$ cat config.mk
export PLATFORM = sky130hd
export DESIGN_NAME = multicycle_control
export DESIGN_NICKNAME = d
export VERILOG_FILES = /design/src/rtl/multicycle_control_pkg.sv /design/src/rtl/multicycle_control_alu_decoder.sv /design/src/rtl/multicycle_control.sv
export SDC_FILE = /design/constraint.sdc
export NUM_CORES = 1
export LEC_CHECK = 0
export CAP_MARGIN = 15
export CORE_MARGIN = 5
export CORE_UTILIZATION = 42
export DETAILED_ROUTE_END_ITERATION = 10
export HOLD_SLACK_MARGIN = 0.06
export PLACE_DENSITY = 0.88
export SLEW_MARGIN = 0
export SYNTH_ARGS = -nofsm -noshare
export SYNTH_HDL_FRONTEND = slang
export SYNTH_HIERARCHICAL = 1
export SYNTH_SLANG_ARGS = --single-unit
$ cat constraint.sdc
create_clock -name clk -period 3.8 [get_ports clk]
set_input_delay 1.14 -clock clk [delete_from_list [all_inputs] [get_ports clk]]
set_output_delay 1.14 -clock clk [all_outputs]
set_load 0.01 [all_outputs]
$ cat src/rtl/multicycle_control_pkg.sv
// Shared encodings for the multicycle MIPS-style controller: opcodes, functs,
// ALU control codes, internal ALU-op selects and the FSM state enum.
package multicycle_control_pkg;

  localparam logic [5:0] OP_RTYPE = 6'b000000;
  localparam logic [5:0] OP_LW    = 6'b100011;
  localparam logic [5:0] OP_SW    = 6'b101011;
  localparam logic [5:0] OP_BEQ   = 6'b000100;
  localparam logic [5:0] OP_ADDI  = 6'b001000;
  localparam logic [5:0] OP_J     = 6'b000010;
  localparam logic [5:0] OP_ORI   = 6'b001101;

  localparam logic [5:0] FN_ADD = 6'b100000;
  localparam logic [5:0] FN_SUB = 6'b100010;
  localparam logic [5:0] FN_AND = 6'b100100;
  localparam logic [5:0] FN_OR  = 6'b100101;
  localparam logic [5:0] FN_SLT = 6'b101010;

  localparam logic [2:0] ALU_ADD = 3'b010;
  localparam logic [2:0] ALU_SUB = 3'b110;
  localparam logic [2:0] ALU_AND = 3'b000;
  localparam logic [2:0] ALU_OR  = 3'b001;
  localparam logic [2:0] ALU_SLT = 3'b111;

  // What the FSM asks of the ALU decoder; FUNCT defers to the instruction's funct field.
  localparam logic [1:0] ALUOP_ADD   = 2'b00;
  localparam logic [1:0] ALUOP_SUB   = 2'b01;
  localparam logic [1:0] ALUOP_FUNCT = 2'b10;
  localparam logic [1:0] ALUOP_OR    = 2'b11;

  typedef enum logic [3:0] {
    S_FETCH  = 4'd0,
    S_DECODE = 4'd1,
    S_MEMADR = 4'd2,
    S_MEMRD  = 4'd3,
    S_MEMWB  = 4'd4,
    S_MEMWR  = 4'd5,
    S_EXEC   = 4'd6,
    S_ALUWB  = 4'd7,
    S_BRANCH = 4'd8,
    S_IMMEX  = 4'd9,
    S_IMMWB  = 4'd10,
    S_JUMP   = 4'd11
  } state_e;

endpackage

$ cat src/rtl/multicycle_control_alu_decoder.sv
// Maps the FSM's ALU-op request (and the funct field for R-type) to alu_ctrl,
// flagging funct codes the datapath does not implement.
module alu_decoder
  import multicycle_control_pkg::*;
(
  input  logic [1:0] alu_op_i,
  input  logic [5:0] funct_i,
  output logic [2:0] alu_ctrl_o,
  output logic       funct_ok_o
);

  always_comb begin
    alu_ctrl_o = ALU_ADD;
    funct_ok_o = 1'b1;
    case (alu_op_i)
      ALUOP_ADD: alu_ctrl_o = ALU_ADD;
      ALUOP_SUB: alu_ctrl_o = ALU_SUB;
      ALUOP_OR:  alu_ctrl_o = ALU_OR;
      default: begin
        case (funct_i)
          FN_ADD:  alu_ctrl_o = ALU_ADD;
          FN_SUB:  alu_ctrl_o = ALU_SUB;
          FN_AND:  alu_ctrl_o = ALU_AND;
          FN_OR:   alu_ctrl_o = ALU_OR;
          FN_SLT:  alu_ctrl_o = ALU_SLT;
          default: funct_ok_o = 1'b0;
        endcase
      end
    endcase
  end

endmodule

$ cat src/rtl/multicycle_control.sv
// Multicycle MIPS-style control FSM with sticky illegal-instruction flag.
// Define ORI_ZEXT_EN to add ori (zero-extended immediate OR).
module multicycle_control
  import multicycle_control_pkg::*;
#(
  parameter int STATE_W = 4
) (
  input  logic       clk,
  input  logic       rst_n,
  input  logic [5:0] op,
  input  logic [5:0] funct,
  input  logic       zero,
  input  logic       mem_ready,
  output logic       mem_req,
  output logic       mem_write,
  output logic       iord,
  output logic       ir_write,
  output logic       reg_write,
  output logic       reg_dst,
  output logic       mem_to_reg,
  output logic       alu_src_a,
  output logic [1:0] alu_src_b,
  output logic [2:0] alu_ctrl,
  output logic [1:0] pc_src,
  output logic       pc_en,
  output logic       ext_zero,
  output logic       illegal
);

  if (STATE_W < 4) begin : g_state_w_check
    $error("multicycle_control: STATE_W must be at least 4");
  end

  logic [STATE_W-1:0] state_q, state_d;
  logic               illegal_q, illegal_d;
  state_e             state, nxt;
  logic [1:0]         alu_op;
  logic               funct_ok;
  logic               ir_write_s, pc_write, branch;

  assign state = state_e'(state_q[3:0]);

  always_ff @(posedge clk or negedge rst_n) begin
    if (!rst_n) begin
      state_q   <= STATE_W'(S_FETCH);
      illegal_q <= 1'b0;
    end else begin
      state_q   <= state_d;
      illegal_q <= illegal_d;
    end
  end

  always_comb begin
    nxt       = state;
    illegal_d = illegal_q;
    case (state)
      S_FETCH:  if (mem_ready) nxt = S_DECODE;
      S_DECODE: begin
        case (op)
          OP_LW, OP_SW: nxt = S_MEMADR;
          OP_RTYPE:     nxt = S_EXEC;
          OP_BEQ:       nxt = S_BRANCH;
          OP_ADDI:      nxt = S_IMMEX;
          OP_J:         nxt = S_JUMP;
`ifdef ORI_ZEXT_EN
          OP_ORI:       nxt = S_IMMEX;
`endif
          default: begin
            nxt       = S_FETCH;
            illegal_d = 1'b1;
          end
        endcase
      end
      S_MEMADR: nxt = (op == OP_LW) ? S_MEMRD : S_MEMWR;
      S_MEMRD:  if (mem_ready) nxt = S_MEMWB;
      S_MEMWR:  if (mem_ready) nxt = S_FETCH;
      S_EXEC: begin
        if (funct_ok) begin
          nxt = S_ALUWB;
        end else begin
          nxt       = S_FETCH;
          illegal_d = 1'b1;
        end
      end
      S_IMMEX:  nxt = S_IMMWB;
      default:  nxt = S_FETCH;
    endcase
    state_d = STATE_W'(nxt);
  end

  // Moore outputs; only ir_write/pc_write in FETCH and branch look at inputs.
  always_comb begin
    mem_req    = 1'b0;
    mem_write  = 1'b0;
    iord       = 1'b0;
    ir_write_s = 1'b0;
    reg_write  = 1'b0;
    reg_dst    = 1'b0;
    mem_to_reg = 1'b0;
    alu_src_a  = 1'b0;
    alu_src_b  = 2'b00;
    pc_src     = 2'b00;
    pc_write   = 1'b0;
    branch     = 1'b0;
    alu_op     = ALUOP_ADD;
    case (state)
      S_FETCH: begin
        mem_req    = 1'b1;
        ir_write_s = mem_ready;
        alu_src_b  = 2'b01;
        pc_write   = mem_ready;
      end
      S_DECODE: alu_src_b = 2'b11;
      S_MEMADR: begin
        alu_src_a = 1'b1;
        alu_src_b = 2'b10;
      end
      S_MEMRD: begin
        mem_req = 1'b1;
        iord    = 1'b1;
      end
      S_MEMWB: begin
        reg_write  = 1'b1;
        mem_to_reg = 1'b1;
      end
      S_MEMWR: begin
        mem_req   = 1'b1;
        mem_write = 1'b1;
        iord      = 1'b1;
      end
      S_EXEC: begin
        alu_src_a = 1'b1;
        alu_op    = ALUOP_FUNCT;
      end
      S_ALUWB: begin
        reg_write = 1'b1;
        reg_dst   = 1'b1;
      end
      S_BRANCH: begin
        alu_src_a = 1'b1;
        alu_op    = ALUOP_SUB;
        pc_src    = 2'b01;
        branch    = 1'b1;
      end
      S_IMMEX: begin
        alu_src_a = 1'b1;
        alu_src_b = 2'b10;
`ifdef ORI_ZEXT_EN
        if (op == OP_ORI) alu_op = ALUOP_OR;
`endif
      end
      S_IMMWB:  reg_write = 1'b1;
      S_JUMP: begin
        pc_src   = 2'b10;
        pc_write = 1'b1;
      end
      default: ;
    endcase
  end

  // Reset must never let a half-fetched instruction load IR or PC.
  assign ir_write = rst_n & ir_write_s;
  assign pc_en    = rst_n & (pc_write | (branch & zero));
  assign illegal  = illegal_q;

`ifdef ORI_ZEXT_EN
  assign ext_zero = ((state == S_IMMEX) || (state == S_IMMWB)) && (op == OP_ORI);
`else
  assign ext_zero = 1'b0;
`endif

  alu_decoder u_alu_decoder (
    .alu_op_i   (alu_op),
    .funct_i    (funct),
    .alu_ctrl_o (alu_ctrl),
    .funct_ok_o (funct_ok)
  );

endmodule

==> results of run 1 <==
worst min path at each step:
stage	startpoint	endpoint	cells after the start
after floorplan	illegal	illegal	2
after global placement	illegal	illegal	2
after detailed placement	illegal	illegal	2
after CTS	illegal	illegal	2
after global routing	illegal	illegal	2
final	illegal	illegal	2
flip-flops by register name, indices dropped and copies added (netlist names):
register,flops
state,4
illegal,1
power groups by stage:
stage | Clock (mW) | Combinational (mW) | Sequential (mW)
6_report | 0.0641 | 0.156 | 0.0674
5_1_grt | 0.0730 | 0.172 | 0.0683
4_1_cts | 0.0669 | 0.157 | 0.0673
3_5_place_dp | 0 | 0.156 | 0.0681
3_3_place_gp | 0 | 0.152 | 0.0679
2_1_floorplan | 0 | 0.0878 | 0.0635
logic make-up after synthesis:
kind of cell / after synthesis / share of synthesized area [%]
flops: 5 / 18.4
other cells: 1 / 0.552
mux: 3 / 4.60
buf+inv: 11 / 7.36
xor+xnor: 3 / 3.87
simple gates: 49 / 37.8
compound gates: 27 / 27.4
area by class of cell:
type / count / area, µm² / area share [%]
multi-input combinational: 83 / 510 / 48.7
sequential: 5 / 125 / 11.9
tap: 16 / 20.0 / 1.91
timing repair buffer: 35 / 344 / 32.8
clock buffer: 4 / 26.3 / 2.51
inverter: 6 / 22.5 / 2.15
worst register-to-register path, cell delays in order, from the launching register on:
cell and delay (ns):
dfrtp_1 0.52, nand2b_1 0.31, nor2_1 0.28, nor2b_1 0.20
o21ai_1 0.12, o32ai_1 0.32, a31oi_1 0.10, o31ai_1 0.21
routing by layer:
metal	vias to the layer above	track usage (%)
li1	422	-
met1	370	16.8
met2	34	31.8
met3	5	6.80
met4	0	9.17
met5	-	0
synth_stat cells (2+ instances only):
master	count
a21oi_1	3
o21ai_1	2
nand2b_1	3
a21boi_0	2
nor2_1	15
nand2_1	10
buf_4	2
nor3_1	7
mux2i_1	2
inv_1	6
o22a_1	2
dfrtp_1	5
xor2_1	2
nand3_1	3
nor2b_1	3
o21ai_0	6
o31ai_1	2
timing repair:
| item | 4_1_cts | 5_1_grt |
|---|---|---|
| hold buffers | 0 | 0 |
| endpoints found under the setup margin | 2 | 1 |
| cloned | 0 | 0 |
| resized for setup | 2 | 1 |
==> flow_metrics.py, run 1 <==
metrics = {
    "run_status": {
        "status": "finished clean",
    },
    "global_route": {
        "grt_first_pass_wirelength_mm": 3.41,
        "grt_antenna_before_repair": 0,
        "grt_pass1_vias": 800,
        "grt_usage_pct": 17.5,
        "overflow": 0,
        "grt_max_degree": 16,
    },
    "power_and_ir_drop": {
        "p_sw_share_pct": 37.4,
        "totalPowerFinal_mw": 0.287,
        "ir_drop_mv": 0.258,
        "p_leak_nw": 0.427,
        "seqPwrFrac_pct": 23.5,
        "power_density_nw_per_um2": 274,
        "p_clk_share_pct": 22.3,
        "p_int_mw": 0.180,
        "power_frac_comb_pct": 54.2,
        "power_switching_mw": 0.107,
    },
    "worst_setup_path": {
        "cp_num_cells": 5,
        "rr_worst_depth": 7,
        "endpoint_kind": "primary output",
        "crit_chain": "clkdlybuf4s50_1 > nor2_1 > a31o_2 > nand2_1 > clkdlybuf4s50_1",
        "crit_start": "funct[1]",
        "crit_slowest_cell": "clkdlybuf4s50_1",
        "setup.worst_path.class": "in -> out",
        "critPathBufInv": 2,
        "r2r_setup_slack_ns": 1.62,
        "crit_arrival_ns": 2.58,
        "worstSetupStartpointType": "input pin",
        "r2r_start": "state[3]",
        "required_ns": 2.66,
        "cp_top_family": "buffers and inverters",
        "cp_slowest_stage_delay_ns": 0.54,
        "cp-endpoint": "alu_ctrl[1]",
        "cp_max_fo": 4,
        "timing.rr.end": "illegal",
        "crit_top_cell": "clkdlybuf4s50_1",
    },
    "detailed_routing": {
        "routed_wl_mm": 2.03,
        "viasPerCell": 5.58,
        "drc_errors": 0,
        "met1_length_um": 791,
        "met3_length_um": 178,
        "wl_per_cell_um": 13.6,
        "via_count": 831,
        "maxUsedRoutingLayer": "met4",
        "dr.first_iter.drc_count": 16,
        "dr_wl_met2_mm": 1.01,
        "drt_first_pass_iters": 4,
        "antenna_left": 0,
    },
    "logic_synthesis": {
        "synth_edf_count": 0,
        "ys_warn_count": 6,
        "yosys_register_bits": 5,
        "synth_area_per_cell_um2": 6.86,
        "syn_nets": 115,
        "synthCells": 99,
        "yosysTopAreaCellShare_pct": 18.4,
        "ys_top_cells_by_area": "dfrtp_1 (18%), nor2_1 (8.3%), nand2_1 (5.5%), nor3_1 (5.2%), o21ai_0 (4.4%)",
        "synth_top_area_cell": "dfrtp_1",
        "yosysUniqueCellTypes": 41,
        "async_flop_share_pct": 100,
        "yosysSeqAreaShare_pct": 18.4,
        "syn_area_um2": 679,
        "ys.flop_type": "dfrtp_1",
    },
    "job": {
        "drv_cap": 0,
    },
    "floorplanning": {
        "dieArea_um2": 2520,
        "rows": 14,
        "die_h_um": 50.2,
        "die_x_um": 50.2,
        "fp.coreArea_um2": 1520,
        "start_util_pct": 44.6,
        "pin_count": 34,
    },
    "clock_network": {
        "root_buffer": "clkbuf_4",
        "cts_tree": "done",
        "cts_setup_buffers": 0,
        "cts-buffers-inserted": 3,
        "insertion_delay_ns": 0.25,
        "cts_buffer_depth": 2,
        "clkTransAtPathRegs_ns": 0.04,
        "htreeDepth": 1,
        "cts_sinks": 5,
    },
    "finish": {
        "final_cell_mix": "clkdlybuf4s50_1 (30), nor2_1 (15), nand2_1 (10), nor3_1 (7)",
        "layout_commonest_cell": "clkdlybuf4s50_1",
        "area_delta_synth_final_pct": 54.3,
        "stdcell_count": 149,
        "fillCellCount": 130,
        "drive_gt1_share_pct": 9.02,
        "final_nets": 150,
        "num_antenna_cells": 0,
        "fin_area_um2": 1050,
        "fin_util_pct": 68.8,
    },
    "timing": {
        "hold_slack_ns": 0.462,
        "clock_skew_ns": 0.00951,
        "slew_violations": 0,
        "setup_violations": 0,
        "fmax_mhz": 269,
        "grt_setup_unrepaired": "no",
        "hold_viol": 0,
        "tns_ns": 0,
        "timing.final.crit_period_ns": 3.72,
        "period_share_pct": 97.8,
        "worst_slack_ns": 0.0825,
    },
    "placement": {
        "dpl_cell_area_um2": 1010,
        "io_buffers": 32,
        "dpl.cell_count": 145,
        "post-place-ws_ns": -0.0486,
        "routabilityCongestion": 0.897,
        "post-dp-hpwl_mm": 1.61,
    },
    "hold_path": {
        "hp-class": "reg -> reg",
    },
}
Note: power is estimated with default switching activity, not from simulation.
==> run 2, diff against run 1 <==
CORE_UTILIZATION = 41   (was 42)
SYNTH_HIERARCHICAL = default   (was 1)
==> run 2 against run 1 <==
  * Critical path type unchanged
  * Via count shrank 5.7%
  * Global-route usage shrank 2.5 points
  * Sequential share of layout area grew 0.10 points
  * Clock skew shrank 0.0053 ns
  * Final cell count shrank 6.7%
  * Synthesized cell count shrank 11%
  * Total power grew 31%
  * Sequential power grew 46%
==> flow_metrics.py, run 2 <==
metrics = {
    "run_status": {
        "status": "finished clean",
    },
    "worst_setup_path": {
        "crit_top_cell": "clkdlybuf4s50_1",
        "cp_slowest_stage_delay_ns": 0.53,
        "required_ns": 2.66,
        "cp_top_family": "buffers and inverters",
        "worstSetupStartpointType": "input pin",
        "crit_chain": "clkdlybuf4s50_1 > nor3b_4 > a31o_1 > clkdlybuf4s50_1",
        "setup.worst_path.class": "in -> out",
        "crit_slowest_cell": "clkdlybuf4s50_1",
        "critPathBufInv": 2,
        "crit_arrival_ns": 2.59,
        "endpoint_kind": "primary output",
        "r2r_setup_slack_ns": 2.19,
        "cp_max_fo": 4,
    },
    "floorplanning": {
        "start_util_pct": 42.8,
        "dieArea_um2": 2460,
        "rows": 14,
        "die_x_um": 49.6,
        "die_h_um": 49.6,
        "fp.coreArea_um2": 1510,
        "pin_count": 34,
    },
    "finish": {
        "drive_gt1_share_pct": 10.6,
        "final_nets": 140,
        "final_cell_mix": "clkdlybuf4s50_1 (30), nor2_1 (10), nand2b_1 (8), nor3_1 (5), dfrtp_1 (5)",
        "largest_reg_flops": 4,
        "num_antenna_cells": 0,
        "fin_area_um2": 1040,
        "layout_commonest_cell": "clkdlybuf4s50_1",
        "area_delta_synth_final_pct": 61.4,
    },
    "power_and_ir_drop": {
        "seqPwrFrac_pct": 26.0,
        "power_density_nw_per_um2": 363,
        "p_int_mw": 0.226,
        "ir_drop_mv": 0.219,
        "totalPowerFinal_mw": 0.377,
        "p_clk_share_pct": 15.9,
        "power_frac_comb_pct": 58.1,
        "p_sw_share_pct": 40.2,
        "p_leak_nw": 0.405,
        "power_switching_mw": 0.152,
    },
    "logic_synthesis": {
        "yosysTopAreaCellShare_pct": 19.4,
        "synth_top_area_cell": "dfrtp_1",
        "async_flop_share_pct": 100,
        "syn_nets": 104,
        "synthCells": 88,
        "synth_most_common_cell": "nor2_1",
        "ys.flop_type": "dfrtp_1",
        "syn_area_um2": 644,
        "yosysSeqAreaShare_pct": 19.4,
        "yosysUniqueCellTypes": 39,
        "ys_warn_count": 0,
        "ys_top_cells_by_area": "dfrtp_1 (19%), nand2b_1 (7.8%), nor2_1 (5.8%), nor2b_1 (4.9%), nor3_1 (4.7%)",
        "synth_area_per_cell_um2": 7.32,
        "yosys-top-cells-count": "nor2_1 (10), nand2b_1 (8), nor3_1 (6), dfrtp_1 (5), nor2b_1 (5)",
        "synth_edf_count": 0,
        "yosys_register_bits": 5,
    },
    "clock_network": {
        "cts_setup_buffers": 0,
        "ctsHoldBuffers": 0,
        "clkTransAtPathRegs_ns": 0.04,
        "htreeDepth": 1,
        "root_buffer": "clkbuf_4",
        "cts_buffer_depth": 2,
        "insertion_delay_ns": 0.24,
        "cts-buffers-inserted": 3,
        "cts_tree": "done",
        "cts_sinks": 5,
    },
    "hold_path": {
        "hp-class": "reg -> reg",
    },
    "global_route": {
        "grt_usage_pct": 15.0,
        "grt_max_degree": 18,
        "overflow": 0,
        "grt_pass1_vias": 738,
        "grt_first_pass_wirelength_mm": 3.08,
        "grt_antenna_before_repair": 0,
    },
    "detailed_routing": {
        "drt_first_pass_iters": 4,
        "antenna_left": 0,
        "viasPerCell": 5.64,
        "dr.first_iter.drc_count": 11,
        "wl_per_cell_um": 13.1,
        "routed_wl_mm": 1.82,
        "via_count": 784,
        "drc_errors": 0,
    },
    "timing": {
        "timing.final.crit_period_ns": 3.73,
        "period_share_pct": 98.0,
        "hold_viol": 0,
        "setup_violations": 0,
        "clock_skew_ns": 0.00423,
        "grt_setup_unrepaired": "no",
        "worst_slew_pin_slew_ns": 0.533,
        "fmax_mhz": 268,
        "slew_violations": 0,
        "relSlewSlack_pct": 64.5,
    },
    "placement": {
        "routabilityCongestion": 0.806,
        "io_buffers": 32,
        "dpl_cell_area_um2": 985,
        "post-dp-hpwl_mm": 1.48,
    },
    "job": {
        "drv_cap": 0,
    },
}
==> run 2: metal layers <==
metal	global-route usage, %	part of all wire [%]
met1	17.2	40
met2	26.7	52
met3	1.81	7.5
met4	7.86	0.77
met5	0	0
==> run 2: logic make-up after synthesis <==
| group | count (synthesis) | share of synthesized area, % |
|---|---|---|
| AOI/OAI and AO/OA | 23 | 25.6 |
| xor gates and xnor gates | 2 | 2.72 |
| adders and majority gates | 1 | 1.55 |
| buffers and inverters | 5 | 4.08 |
| DFF | 5 | 19.4 |
| muxes | 2 | 3.11 |
| other | 1 | 0.582 |
| and+or+nand+nor | 49 | 42.9 |
==> run 2: path summary, 6_finish.rpt <==
check	from	to	cells past startpoint
worst max-delay path	funct[1]	alu_ctrl[2]	4
max in group asynchronous	rst_n	state[2]	2
min in group asynchronous	rst_n	state[1]	2
worst min-delay path	illegal	illegal	2
worst max register to register	state[0]	state[1]	3
worst min register to register	illegal	illegal	2
==> run 2: what timing repair did <==
item | CTS | global route
pin swaps | 0 | 0
setup endpoints to repair | 2 | 2
gates resized for setup | 2 | 5
==> run 2: area by class of cell <==
type                       count  area (µm²)
clock buffer                   4        26.3
fill                         119         467
inverter                       1        3.75
multi-input combinational     78         517
sequential                     5         125
tap                           16        20.0
timing repair buffer          35         348
==> run 2: power by group through the flow <==
stage | logic, mW | registers [mW] | clock network, mW
floorplan | 0.141 | 0.0736 | 0
global placement | 0.214 | 0.0974 | 0
detailed placement | 0.218 | 0.0977 | 0
CTS | 0.219 | 0.0970 | 0.0615
global route | 0.240 | 0.103 | 0.0668
finish | 0.219 | 0.0981 | 0.0599
==> run 2: stage by stage <==
step	TNS, ns	hold WS (ns)	utilization (%)	setup slack (ns)	instances
CTS	0	0.490	67.8	0.0312	139
global placement	0	0.459	65.4	0.0381	135
detailed placement	-0.0399	0.479	65.4	-0.0399	135
global route	0	0.513	69.0	0.00934	139
floorplan	0	0.506	-	0.942	88
finish	0	0.479	69.0	0.0746	139
==> run 2: worst min-delay path: stages, from the launching register on <==
cell     delay (ns)
dfrtp_1        0.34
a21oi_1        0.05
nand2_1        0.06
